<file path="src/rtl/complex_alu_ctrl_pkg.sv">
// complex_alu_ctrl_pkg: shared opcode encodings, widths, op classes and FSM state for the complex ALU controller
`ifndef COMPLEX_ALU_CTRL_DEFS
`define COMPLEX_ALU_CTRL_DEFS
`define SIZE_OPCODE_I 8
`define SIZE_DATA 32
`define SIZE_IMMEDIATE 16
`define EXECUTION_FLAGS 6
`define MULT_L 8'h1c
`define MULT_H 8'h1d
`define MULTU_L 8'h1e
`define MULTU_H 8'h1f
`define DIV_L 8'h20
`define DIV_H 8'h21
`define DIVU_L 8'h22
`define DIVU_H 8'h23
`define SYSCALL 8'h24
`endif

package complex_alu_ctrl_pkg;
    localparam int OPC_W = `SIZE_OPCODE_I;
    localparam int DATA_W = `SIZE_DATA;
    localparam int IMM_W = `SIZE_IMMEDIATE;
    localparam int FLG_W = `EXECUTION_FLAGS;
    localparam logic [OPC_W-1:0] OP_MULT_L = `MULT_L;
    localparam logic [OPC_W-1:0] OP_MULT_H = `MULT_H;
    localparam logic [OPC_W-1:0] OP_MULTU_L = `MULTU_L;
    localparam logic [OPC_W-1:0] OP_MULTU_H = `MULTU_H;
    localparam logic [OPC_W-1:0] OP_DIV_L = `DIV_L;
    localparam logic [OPC_W-1:0] OP_DIV_H = `DIV_H;
    localparam logic [OPC_W-1:0] OP_DIVU_L = `DIVU_L;
    localparam logic [OPC_W-1:0] OP_DIVU_H = `DIVU_H;
    localparam logic [OPC_W-1:0] OP_SYSCALL = `SYSCALL;
    typedef enum logic [1:0] {CLS_MUL, CLS_DIV, CLS_ONE} op_cls_t;
    typedef enum logic [1:0] {IDLE, BUSY, DONE} state_t;
    function automatic op_cls_t op_class(input logic [OPC_W-1:0] op);
        return (op inside {OP_MULT_L, OP_MULT_H, OP_MULTU_L, OP_MULTU_H}) ? CLS_MUL :
               (op inside {OP_DIV_L, OP_DIV_H, OP_DIVU_L, OP_DIVU_H}) ? CLS_DIV : CLS_ONE;
    endfunction
endpackage

</file>
<file path="src/rtl/complex_lat_decode.sv">
// complex_lat_decode: maps an opcode to its latency minus one for the controller's countdown
// ports: opcode in, lat_m1 out (MUL_LAT-1 / DIV_LAT-1 / 0 for single-cycle ops)
module complex_lat_decode
    import complex_alu_ctrl_pkg::*;
#(
    parameter int MUL_LAT = 3,
    parameter int DIV_LAT = 16,
    parameter int CNT_W = 4
) (
    input  logic [OPC_W-1:0] opcode,
    output logic [CNT_W-1:0] lat_m1
);
    op_cls_t cls;
    always_comb begin
        cls = op_class(opcode);
        lat_m1 = cls == CLS_MUL ? CNT_W'(MUL_LAT - 1) : cls == CLS_DIV ? CNT_W'(DIV_LAT - 1) : '0;
    end
endmodule

</file>
<file path="src/rtl/complex_alu_ctrl.sv">
// complex_alu_ctrl: sequences one multi-cycle op at a time through the external complex ALU
// ports: issue_* valid/ready op input; alu_* latched operands out, result/flags in;
//        wb_* valid/ready result buffer; flush_i squashes in-flight op; busy_o = not idle
module complex_alu_ctrl
    import complex_alu_ctrl_pkg::*;
#(
    parameter int MUL_LAT = 3,
    parameter int DIV_LAT = 16,
    parameter int TAG_W = 7
) (
    input  logic              clk,
    input  logic              reset,
    input  logic              flush_i,
    input  logic              issue_valid_i,
    output logic              issue_ready_o,
    input  logic [OPC_W-1:0]  issue_opcode_i,
    input  logic [DATA_W-1:0] issue_data1_i,
    input  logic [DATA_W-1:0] issue_data2_i,
    input  logic [IMM_W-1:0]  issue_immd_i,
    input  logic [TAG_W-1:0]  issue_tag_i,
    output logic [DATA_W-1:0] alu_data1_o,
    output logic [DATA_W-1:0] alu_data2_o,
    output logic [IMM_W-1:0]  alu_immd_o,
    output logic [OPC_W-1:0]  alu_opcode_o,
    input  logic [DATA_W-1:0] alu_result_i,
    input  logic [FLG_W-1:0]  alu_flags_i,
    output logic              wb_valid_o,
    input  logic              wb_ready_i,
    output logic [DATA_W-1:0] wb_result_o,
    output logic [FLG_W-1:0]  wb_flags_o,
    output logic [TAG_W-1:0]  wb_tag_o,
    output logic              busy_o
);
    localparam int MAX_LAT = MUL_LAT > DIV_LAT ? MUL_LAT : DIV_LAT;
    localparam int CNT_W = MAX_LAT > 1 ? $clog2(MAX_LAT) : 1;
    state_t state, state_n;
    logic [CNT_W-1:0] cnt, lat_m1;
    logic [TAG_W-1:0] tag_q;
    logic hs, last;
    complex_lat_decode #(.MUL_LAT(MUL_LAT), .DIV_LAT(DIV_LAT), .CNT_W(CNT_W)) u_lat (
        .opcode (issue_opcode_i),
        .lat_m1 (lat_m1)
    );
    always_comb begin
        issue_ready_o = !flush_i && (state == IDLE || (state == DONE && wb_ready_i));
        hs = issue_valid_i && issue_ready_o;
        last = state == BUSY && cnt == '0;
        state_n = flush_i ? IDLE : hs ? BUSY : last ? DONE : (state == DONE && wb_ready_i) ? IDLE : state;
        wb_valid_o = state == DONE;
        busy_o = state != IDLE;
    end
    always_ff @(posedge clk) begin
        if (reset) begin
            state <= IDLE;
            cnt <= '0;
            tag_q <= '0;
            alu_opcode_o <= '0;
            alu_data1_o <= '0;
            alu_data2_o <= '0;
            alu_immd_o <= '0;
            wb_result_o <= '0;
            wb_flags_o <= '0;
            wb_tag_o <= '0;
        end else begin
            state <= state_n;
            if (hs) begin
                cnt <= lat_m1;
                tag_q <= issue_tag_i;
                alu_opcode_o <= issue_opcode_i;
                alu_data1_o <= issue_data1_i;
                alu_data2_o <= issue_data2_i;
                alu_immd_o <= issue_immd_i;
            end else if (state == BUSY && cnt != '0) begin
                cnt <= cnt - CNT_W'(1);
            end
            // a squashed op must not overwrite the buffer of a previously delivered result
            if (last && !flush_i) begin
                wb_result_o <= alu_result_i;
                wb_flags_o <= alu_flags_i;
                wb_tag_o <= tag_q;
            end
        end
    end
endmodule

</file>
<file path="config.mk">
export PLATFORM = sky130hd
export DESIGN_NAME = complex_alu_ctrl
export DESIGN_NICKNAME = d
export VERILOG_FILES = /design/src/rtl/complex_alu_ctrl_pkg.sv /design/src/rtl/complex_lat_decode.sv /design/src/rtl/complex_alu_ctrl.sv
export SDC_FILE = /design/constraint.sdc
export NUM_CORES = 1
export LEC_CHECK = 0
export CORE_UTILIZATION = 42
export DETAILED_ROUTE_END_ITERATION = 8
export HOLD_SLACK_MARGIN = 0.1
export PLACE_DENSITY = 0.93
export SETUP_SLACK_MARGIN = 0.1
export SYNTH_ARGS = -nofsm -noshare
export SYNTH_HDL_FRONTEND = slang
export SYNTH_SLANG_ARGS = --single-unit
</file>
<file path="constraint.sdc">
create_clock -name clk -period 3.2 [get_ports clk]
set_input_delay 0.64 -clock clk [delete_from_list [all_inputs] [get_ports clk]]
set_output_delay 0.64 -clock clk [all_outputs]
set_load 0.05 [all_outputs]
</file>
==> impl_metrics.toml, run 1 <==
[flow_run]
maxCapViolations = 0

[synth]
synthMuxAreaShare_pct = 0
netlist_instances = 653
synth_edf_count = 0
post-synth-top-area-fraction_pct = 56.2
syn_area_sq_mm = 0.00520
syn-num-nets = 793
synth_cell_types = 28
synth.avg_cell_area_sq_um = 7.97
yosys.area_share.adder_pct = 0.481
synth_top_family_by_area = "simple AND/OR/NAND/NOR gates"
synth_largest_area_cell = "dfxtp_1"
yosysSeqAreaShare_pct = 56.2
yosysWarningCount = 0
synthTopCellsByArea = "dfxtp_1 56%, nand2_1 20%, a21oi_1 14%"
synth-compound-area-share_pct = 14.8
async_reset_ff_share_pct = 0
synth_xor_area_share_pct = 0.505
yosys.area_share.simple_pct = 22.9
ys.flop_type = "dfxtp_1"
synth-seq-cells = 146

[setup_path]
crit_end = "issue_ready_o"
worstSetupStartpointType = "primary input"
arrival_ns = 1.86
path_cells = "clkdlybuf4s50_1 -> nor2_1 -> and2_1 -> buf_12"
critPathTopFamily = "buffers and inverters"
r2r_cells = 7
path_buf_inv = 2
crit_required_ns = 2.56
path_class = "in -> out"
cp_max_fo = 5
ff2ff_setup_slack_ns = 1.07
critPathSlowestCell = "clkdlybuf4s50_1"
cp-end-kind = "primary output"
timing.rr.start = "cnt[0]"
slowest_delay_ns = 0.52
cp-startpoint = "flush_i"
cp_num_cells = 4
rr_endpoint = "wb_tag_o[3]"

[cells_and_area]
final_area_sq_mm = 0.00865
area_delta_synth_final_pct = 66.2
drive_gt1_share_pct = 4.89
fill_cells = 865
fin_util_pct = 71.7
final_nets = 1047

[routing]
wire_per_inst_microns = 14.4
vias = 5256
drc = 0
detail_route.iter0.violations = 396
viasPerCell = 4.83
dr.pass1.iters = 4
routed_wl_microns = 15700
postRouteAntennaNets = 0

[floorplanning]
std_cell_rows = 40
core_sq_mm = 0.0121
die_area_sq_mm = 0.0128
fp.dieH_microns = 113
io_pins = 274
start_util_pct = 43.1
die_w_microns = 113

[clock_tree]
root_buffer = "clkbuf_16"
cts_buffers = 17
clk_pin_slew_ns = 0.05
cts_sinks = 146
cts_hold_buf = 0
cts_max_level = 4
cts_tree = "done"
cts_setup_buffers = 0
clock_latency_ns = 0.41
ctsResizeCount = 0
cts_buffer_depth = 2

[place]
port_buffers = 273
hpwl_microns = 10500
placed_area_sq_mm = 0.00802
place.gp.congestion = 0.795

[sta]
setup_tns_ns = 0
layout_min_cycle_time_ns = 2.50
setup_violations = 0
drv_slew = 0
fmax_mhz = 401
finClkSkew_ns = 0.00688
hold_viol_final = 0
slew_headroom_pct = 62.4
finalCritPeriodShare_pct = 78.0
rsz0062_at_grt = "false"
worst_slew_pin_slew_ns = 0.562

[grt]
grt.total_usage_pct = 24.1
grt_pass1_vias = 4998
overflow = 0
grt_max_degree = 78
grt_first_pass_wirelength_microns = 24000
grt_antenna_before_repair = 1

[worst_hold_path]
hold_path.startpoint = "alu_data2_o[8]"
holdCritPathClass = "reg -> reg"

[power]
power_density_mw_per_mm2 = 545
irDropWorstVdd_uv = 483
leakagePower_nw = 3.06

[run_status]
status = "finished, final reports clean"
[metal layers]
layer  wire length (microns)  GRT usage, %  vias up
met5                       0             0        -
met4                     433          11.2        0
met3                    1290          8.89       32
met2                    7970          42.7      221
met1                    6000          25.4     2387
li1                        -             -     2616
[stage by stage]
stage / hold slack (ns) / worst slack (ns) / total power, mW / std cells
after global placement: 0.437 / 0.715 / 2.65 / 1056
final: 0.452 / 0.705 / 4.71 / 1089
after detailed placement: 0.446 / 0.626 / 2.66 / 1056
after global routing: 0.467 / 0.655 / 4.87 / 1089
after CTS: 0.451 / 0.718 / 4.74 / 1088
after floorplan: 0.432 / 1.33 / 2.33 / 653
[sequential cells by signal (all words and copies together), names as in the netlist]
| name | flops |
|---|---|
| alu_data2_o | 32 |
| wb_result_o | 32 |
| cnt | 4 |
| tag_q | 7 |
| alu_immd_o | 16 |
| wb_flags_o | 6 |
| alu_opcode_o | 8 |
| alu_data1_o | 32 |
| state | 2 |
| wb_tag_o | 7 |
[cell usage in the layout (no fill, tap or decap), drive strengths merged, types with 2 or more instances in the layout]
cell / Yosys / layout
nand2: 283 / 283
clkdlybuf4s50: 0 / 271
dfxtp: 146 / 146
a21oi: 145 / 145
clkbuf: 31 / 22
buf: 16 / 11
bufinv: 0 / 4
clkinv: 0 / 4
nand2b: 3 / 3
nand3: 3 / 3
inv: 2 / 2
nor2: 2 / 2
nor2b: 2 / 2
xor2: 2 / 2
a211oi: 2 / 2
ha: 2 / 2
clkinvlp: 0 / 2
nor3: 2 / 2
[worst reg2reg max path, delay by kind of cell (launching register included)]
family	cells	cell delay [ns]
fa+ha+maj	1	0.16
flops	1	0.31
compound gates	1	0.07
simple gates	3	1.06
buf+inv	2	0.40
[Yosys cell counts, types with 2 or more instances]
library cell / instances
clkbuf_1: 31
a211oi_1: 2
nand3_1: 3
nor2_1: 2
inv_1: 2
a21oi_1: 145
dfxtp_1: 146
xor2_1: 2
nand2_1: 283
nand2b_1: 3
buf_6: 10
buf_2: 6
nor2b_1: 2
ha_1: 2
[power by group]
group	switching [mW]	internal [mW]	total, mW	leakage [nW]
Combinational	0.400	0.304	0.705	1.57
Sequential	0.0336	1.88	1.92	1.19
Clock	0.730	1.36	2.09	0.306
[logic make-up (layout without fill, tap and decap cells)]
kind of cell             Yosys count  in the layout
AO/OA/AOI/OAI                    151            151
XOR/XNOR                           3              3
adder cells (fa/ha/maj)            2              2
buffers and inverters             49            316
flip-flops                       146            146
other                              0              1
AND/OR/NAND/NOR                  302            302
[worst min-delay path by stage]
stage,to,slack [ns],cells past startpoint
floorplan,wb_tag_o[0],0.43,2
global placement,wb_tag_o[2],0.44,2
detailed placement,alu_opcode_o[3],0.45,2
CTS,wb_tag_o[0],0.45,2
global route,wb_result_o[5],0.47,2
finish,alu_data2_o[8],0.45,2
[final cells by class]
cell class,instances,area (sq um),area share [%]
Sequential cell,146,2920,33.8
Timing Repair Buffer,282,2850,32.9
Multi-Input combinational cell,458,2030,23.5
Clock buffer,22,474,5.48
Tap cell,168,210,2.43
Clock inverter,10,155,1.79
Inverter,2,7.51,0.0868
Antenna cell,1,2.50,0.0289
Power figures use the tool's default switching activity.
==> run 2, diff against run 1 <==
--- a/config.mk
+++ b/config.mk
@@ -5,10 +5,10 @@
 export SDC_FILE = /design/constraint.sdc
 export NUM_CORES = 1
 export LEC_CHECK = 0
-export CORE_UTILIZATION = 42
+export CORE_UTILIZATION = 39
 export DETAILED_ROUTE_END_ITERATION = 8
 export HOLD_SLACK_MARGIN = 0.1
-export PLACE_DENSITY = 0.93
+export PLACE_DENSITY = 0.88
 export SETUP_SLACK_MARGIN = 0.1
 export SYNTH_ARGS = -nofsm -noshare
 export SYNTH_HDL_FRONTEND = slang
==> constraint.sdc (replaced) <==
create_clock -name clk -period 2.3 [get_ports clk]
set_input_delay 0.46 -clock clk [delete_from_list [all_inputs] [get_ports clk]]
set_output_delay 0.46 -clock clk [all_outputs]
set_load 0.05 [all_outputs]
==> run 2 against run 1 <==
Via count up 1.7%; critical path depth down 3; total power up 35%; first-iteration DRC count down 23%; flip-flop and latch count unchanged; largest cell class is now buffers; clock skew up 0.0019 ns; combinational power up 43%; critical path type is now reg -> out.
==> impl_metrics.toml, run 2 (same netlist as run 1, synthesis figures left out) <==
[run_status]
status = "finished, final reports clean"

[clock_tree]
cts_buffers = 17
cts_tree = "done"
clk_pin_slew_ns = 0.06
cts_max_level = 4
cts_buffer_depth = 2
clock_latency_ns = 0.41
cts_hold_buf = 0
cts_sinks = 146
root_buffer = "clkbuf_16"

[worst_hold_path]
whs_path_depth = 2
min_to = "alu_data1_o[20]"
holdCritPathClass = "reg -> reg"
hold_path.startpoint = "alu_data1_o[20]"

[floorplanning]
start_util_pct = 40.6
std_cell_rows = 41
io_pins = 274
die_area_sq_mm = 0.0138
fp.dieH_microns = 117
die_w_microns = 117
core_sq_mm = 0.0128

[sta]
hold_viol_final = 0
fmax_mhz = 485
rsz0062_at_grt = "false"
setup_tns_ns = 0
worst_slew_pin_slew_ns = 0.566
slew_headroom_pct = 62.2
finClkSkew_ns = 0.00882
layout_min_cycle_time_ns = 2.06
drv_slew = 0
setup_violations = 0
finalCritPeriodShare_pct = 89.6

[setup_path]
cp_num_cells = 1
r2r_cells = 7
timing.rr.start = "cnt[0]"
critPathTopFamily = "buffers and inverters"
arrival_ns = 1.60
worstSetupStartpointType = "flip-flop"
cp-startpoint = "alu_opcode_o[7]"
slowest_delay_ns = 0.83
ff2ff_setup_slack_ns = 0.33
rr_endpoint = "wb_result_o[16]"
path_buf_inv = 1
path_cells = "clkdlybuf4s50_1"
path_class = "reg -> out"
critPathSlowestCell = "clkdlybuf4s50_1"
crit_required_ns = 1.84
cp-end-kind = "primary output"
cp_max_fo = 2

[grt]
grt_max_degree = 47
grt_antenna_before_repair = 0
grt_first_pass_wirelength_microns = 24900
grt_pass1_vias = 4972
overflow = 0
grt.total_usage_pct = 22.6

[routing]
dr.pass1.iters = 5
wire_per_inst_microns = 14.3
drc = 0
detail_route.iter0.violations = 304
postRouteAntennaNets = 0
vias = 5343
routed_wl_microns = 15700
viasPerCell = 4.87

[cells_and_area]
final_nets = 1055
layout_common_cells = "283 x nand2_1, 269 x clkdlybuf4s50_1, 146 x dfxtp_1, 145 x a21oi_1, 17 x clkbuf_16"
fin_util_pct = 68.1
antennaDiodeCount = 0
final_common_cell = "nand2_1"
area_delta_synth_final_pct = 67.9
stdcell_count = 1098
reg_top3 = "alu_data1_o: 32 flops, alu_data2_o: 32 flops, wb_result_o: 32 flops"
drive_gt1_share_pct = 5.62

[power]
irDropWorstVdd_uv = 698
leakagePower_nw = 3.11
finalPower_mw = 6.36
power_density_mw_per_mm2 = 728

[place]
dp.cells = 1068
port_buffers = 273
hpwl_microns = 10900
place.gp.congestion = 0.791

[flow_run]
maxCapViolations = 0
[run 2: area by class of cell]
| cell class | count | area (sq um) |
|---|---|---|
| Clock buffer | 21 | 470 |
| Clock inverter | 9 | 108 |
| Fill cell | 999 | 4090 |
| Inverter | 2 | 7.51 |
| Multi-Input combinational cell | 458 | 2030 |
| Sequential cell | 146 | 2920 |
| Tap cell | 172 | 215 |
| Timing Repair Buffer | 290 | 2980 |
[run 2: worst max path at each step]
stage                            to  slack [ns]
global route             wb_valid_o        0.18
global placement    alu_data2_o[20]        0.24
floorplan             wb_flags_o[0]        0.43
finish              alu_opcode_o[7]        0.24
CTS                 alu_opcode_o[7]        0.23
detailed placement  alu_data2_o[19]        0.07
[run 2: timing repair]
item                                    CTS  global route
endpoints found under the setup margin    2             0
buffers inserted                          0             0
gates resized for setup                   2             0
[run 2: per-stage QoR]
stage,hold WS (ns),instance area (sq um),worst slack [ns]
floorplan,0.432,5200,0.427
global placement,0.439,8160,0.236
detailed placement,0.445,8160,0.0726
CTS,0.454,8730,0.228
global route,0.464,8730,0.184
finish,0.452,8730,0.240
[run 2: where the power goes]
part | switching [mW] | leakage, nW | internal [mW]
Sequential | 0.0467 | 1.19 | 2.62
Combinational | 0.560 | 1.64 | 0.448
Clock | 1.02 | 0.281 | 1.67
Total | 1.62 | 3.11 | 4.74
[run 2: layer usage]
metal | routed length, microns | up-vias | GRT usage [%] | part of all wire (%)
met5 | 0 | - | 0 | 0
met4 | 235 | 0 | 6.97 | 1.5
met3 | 1280 | 21 | 8.58 | 8.1
met2 | 8110 | 206 | 40.6 | 52
met1 | 6090 | 2484 | 24.4 | 39
li1 | - | 2632 | - | -
==> RTL change (settings of run 2) <==
Put one more register stage on the output `wb_flags_o`, with the module's reset. The value now appears one clock later. The other outputs are not delayed to match.
--- a/src/rtl/complex_alu_ctrl.sv
+++ b/src/rtl/complex_alu_ctrl.sv
@@ -33,6 +33,8 @@
 );
     localparam int MAX_LAT = MUL_LAT > DIV_LAT ? MUL_LAT : DIV_LAT;
     localparam int CNT_W = MAX_LAT > 1 ? $clog2(MAX_LAT) : 1;
+
+    logic [FLG_W-1:0] wb_flags_s0;
     state_t state, state_n;
     logic [CNT_W-1:0] cnt, lat_m1;
     logic [TAG_W-1:0] tag_q;
@@ -59,7 +61,7 @@
             alu_data2_o <= '0;
             alu_immd_o <= '0;
             wb_result_o <= '0;
-            wb_flags_o <= '0;
+            wb_flags_s0 <= '0;
             wb_tag_o <= '0;
         end else begin
             state <= state_n;
@@ -76,10 +78,18 @@
             // a squashed op must not overwrite the buffer of a previously delivered result
             if (last && !flush_i) begin
                 wb_result_o <= alu_result_i;
-                wb_flags_o <= alu_flags_i;
+                wb_flags_s0 <= alu_flags_i;
                 wb_tag_o <= tag_q;
             end
         end
     end
+    always_ff @(posedge clk) begin
+        if (reset) begin
+            wb_flags_o <= '0;
+        end else begin
+            wb_flags_o <= wb_flags_s0;
+        end
+    end
+
 endmodule
 
Check against the original RTL: not equivalent (a bounded check fails within 4 cycles, from zero or initial values and one cycle with reset high).
==> RTL change against run 2 <==
Power is 6.2% higher. First-iteration DRC count increased by 3.0%. Register-to-register slack better by 0.03 ns. Largest cell class is now registers. Routed wire length is 1.1% lower. Highest routed layer unchanged. Sequential cell count rose by 6. Count of clock-buffer cells in the layout unchanged. Non-clock buffer count down 3. Via count stayed put. Design area increased by 2.0%. Setup slack got worse by 0.030 ns. Synthesized cell count up 2.0%. Sequential share of layout area grew 0.68 points. Area after synthesis rose by 3.0%.
==> RTL change: results (changes against run 2) <==
| Step | Item | This run | Delta |
|:---|:---|:---|:---|
| status | Result of the run | completed |  |
| grt | Number of global-route vias before repair | 5161 | +3.8% |
| pwr | Largest vdd supply drop | 524.0 uV | -25% |
| drt | Average via count per standard cell | 4.801 | -1.3% |
| setup path | Critical path's largest stage delay | 0.60 ns | -0.23 ns |
| placed design | Final HPWL from detailed placement | 10830 um | -0.60% |
| synth | Largest cells by area after synthesis | sky130_fd_sc_hd__dfxtp_1, sky130_fd_sc_hd__nand2_1, sky130_fd_sc_hd__a21oi_1 |  |
| sta | Actual transition at the worst max-transition pin | 0.5607 ns | -0.004939 ns |
| drt | Initial detailed-routing violation count | 313 | +3.0% |
| drt | Metal3 WL | 1128 um | -12% |
| setup path | Top fanout value on the critical path | 5 | +3 |
| final layout | Share of post-route cells with drive strength above 1 | 5.443% | -0.17 points |
| grt | First-pass GRT wire length | 24830 um | -0.11% |
| drt | Detailed Routing Iterations Pass 1 | 4 | -1 |
| drt | Routed wire length on met2 | 7769 um | -4.3% |
| drt | Highest metal layer with signal wires | met4 |  |
| final layout | Count of inserted antenna diode cells | 0 | unchanged |
| placed design | Post-placement cell count | 1081 | +1.2% |
| grt | Total GRT Usage | 22.18% | -0.41 points |
| placed design | Total of buffers placed on input and output ports | 273 | unchanged |
| synth | Syn Area/Cell | 8.045 um2 | +1.0% |
| placed design | Placed Area | 8270 um2 | +1.4% |
| clock tree | Clock latency reported for the late side of the worst-skew pair | 0.42 ns |  |
| setup path | Internal reg-to-reg setup slack | 0.36 ns | +0.03 ns |
| placed design | RePlAce Congestion | 0.7903 | -0.13% |
| setup path | Worst EP arrival | 1.63 ns | +0.03 ns |
| synth | Unique cell type count in the Yosys netlist | 29 | +3.6% |
| pwr | Static power due to leakage | 3.178 nW | +2.1% |
| sta | Setup Skew | 0.008953 ns | +0.0001311 ns |
| grt | Maximum number of pins on one net before global-route repair | 62 | +32% |
| drt | Routed length on met1 | 6289 um | +3.2% |
| final layout | Fillcell total | 1046 | +4.7% |
| setup path | Cell family with most CP delay | buffers and inverters |  |
| synth | Top cell types by occurrence after synthesis | sky130_fd_sc_hd__nand2_1, sky130_fd_sc_hd__dfxtp_1, sky130_fd_sc_hd__a21oi_1 |  |
| drt | Detailed-route wire length | 15560 um | -1.1% |
| synth | Async S/R FF share, synth | 0% | unchanged |
| synth | Compound-gate portion of the synthesized area | 14.39% | -0.43 points |
| synth | Adder-cell area share of the yosys netlist | 0.4671% | -0.014 points |
-- RTL change: cell count changes in the layout (fill, tap and decap cells not counted), sizes merged --
cell / change
buf: -3
dfxtp: +6
clkinv: -1
clkinvlp: +1
nor2b: +6
bufinv: +2
-- RTL change: layout make-up --
type | instances | area (um2) | area share, %
Sequential cell | 152 | 3043 | 34.16
Multi-Input combinational cell | 464 | 2067 | 23.20
Clock inverter | 11 | 170.2 | 1.910
Clock buffer | 21 | 470.5 | 5.281
Tap cell | 176 | 220.2 | 2.472
Timing Repair Buffer | 287 | 2930 | 32.89
Inverter | 2 | 7.507 | 0.08427
-- RTL change: metrics by stage --
stage	worst slack [ns]	hold slack [ns]
final	0.2101	0.4485
after global routing	0.1676	0.4658
after CTS	0.2026	0.4513
after detailed placement	0.1854	0.4430
after global placement	0.2316	0.4366
after floorplan	0.4214	0.4318
-- RTL change: timing repair --
item,in CTS,in global routing
resized for setup,2,0
setup endpoints to repair,2,0
setup buffers,0,0
-- RTL change: where the power goes --
group	leakage, nW	internal, W	switching [W]
Combinational	1.64	0.000439	0.000559
Sequential	1.24	0.00273	0.0000471
Clock	0.305	0.00190	0.00108
-- RTL change: worst paths after layout --
check,from,end,depth (start not counted)
hold / removal,wb_flags_s0[4],wb_flags_s0[4],2
setup / recovery,flush_i,issue_ready_o,5
setup reg to reg,cnt[0],wb_tag_o[5],7
hold reg to reg,wb_flags_s0[4],wb_flags_s0[4],2
-- RTL change: per-layer routing --
layer | global-route usage, % | vias up
li1 | - | 2660
met1 | 24.87 | 2468
met2 | 38.15 | 185
met3 | 7.615 | 30
met4 | 9.177 | 0
met5 | 0 | -
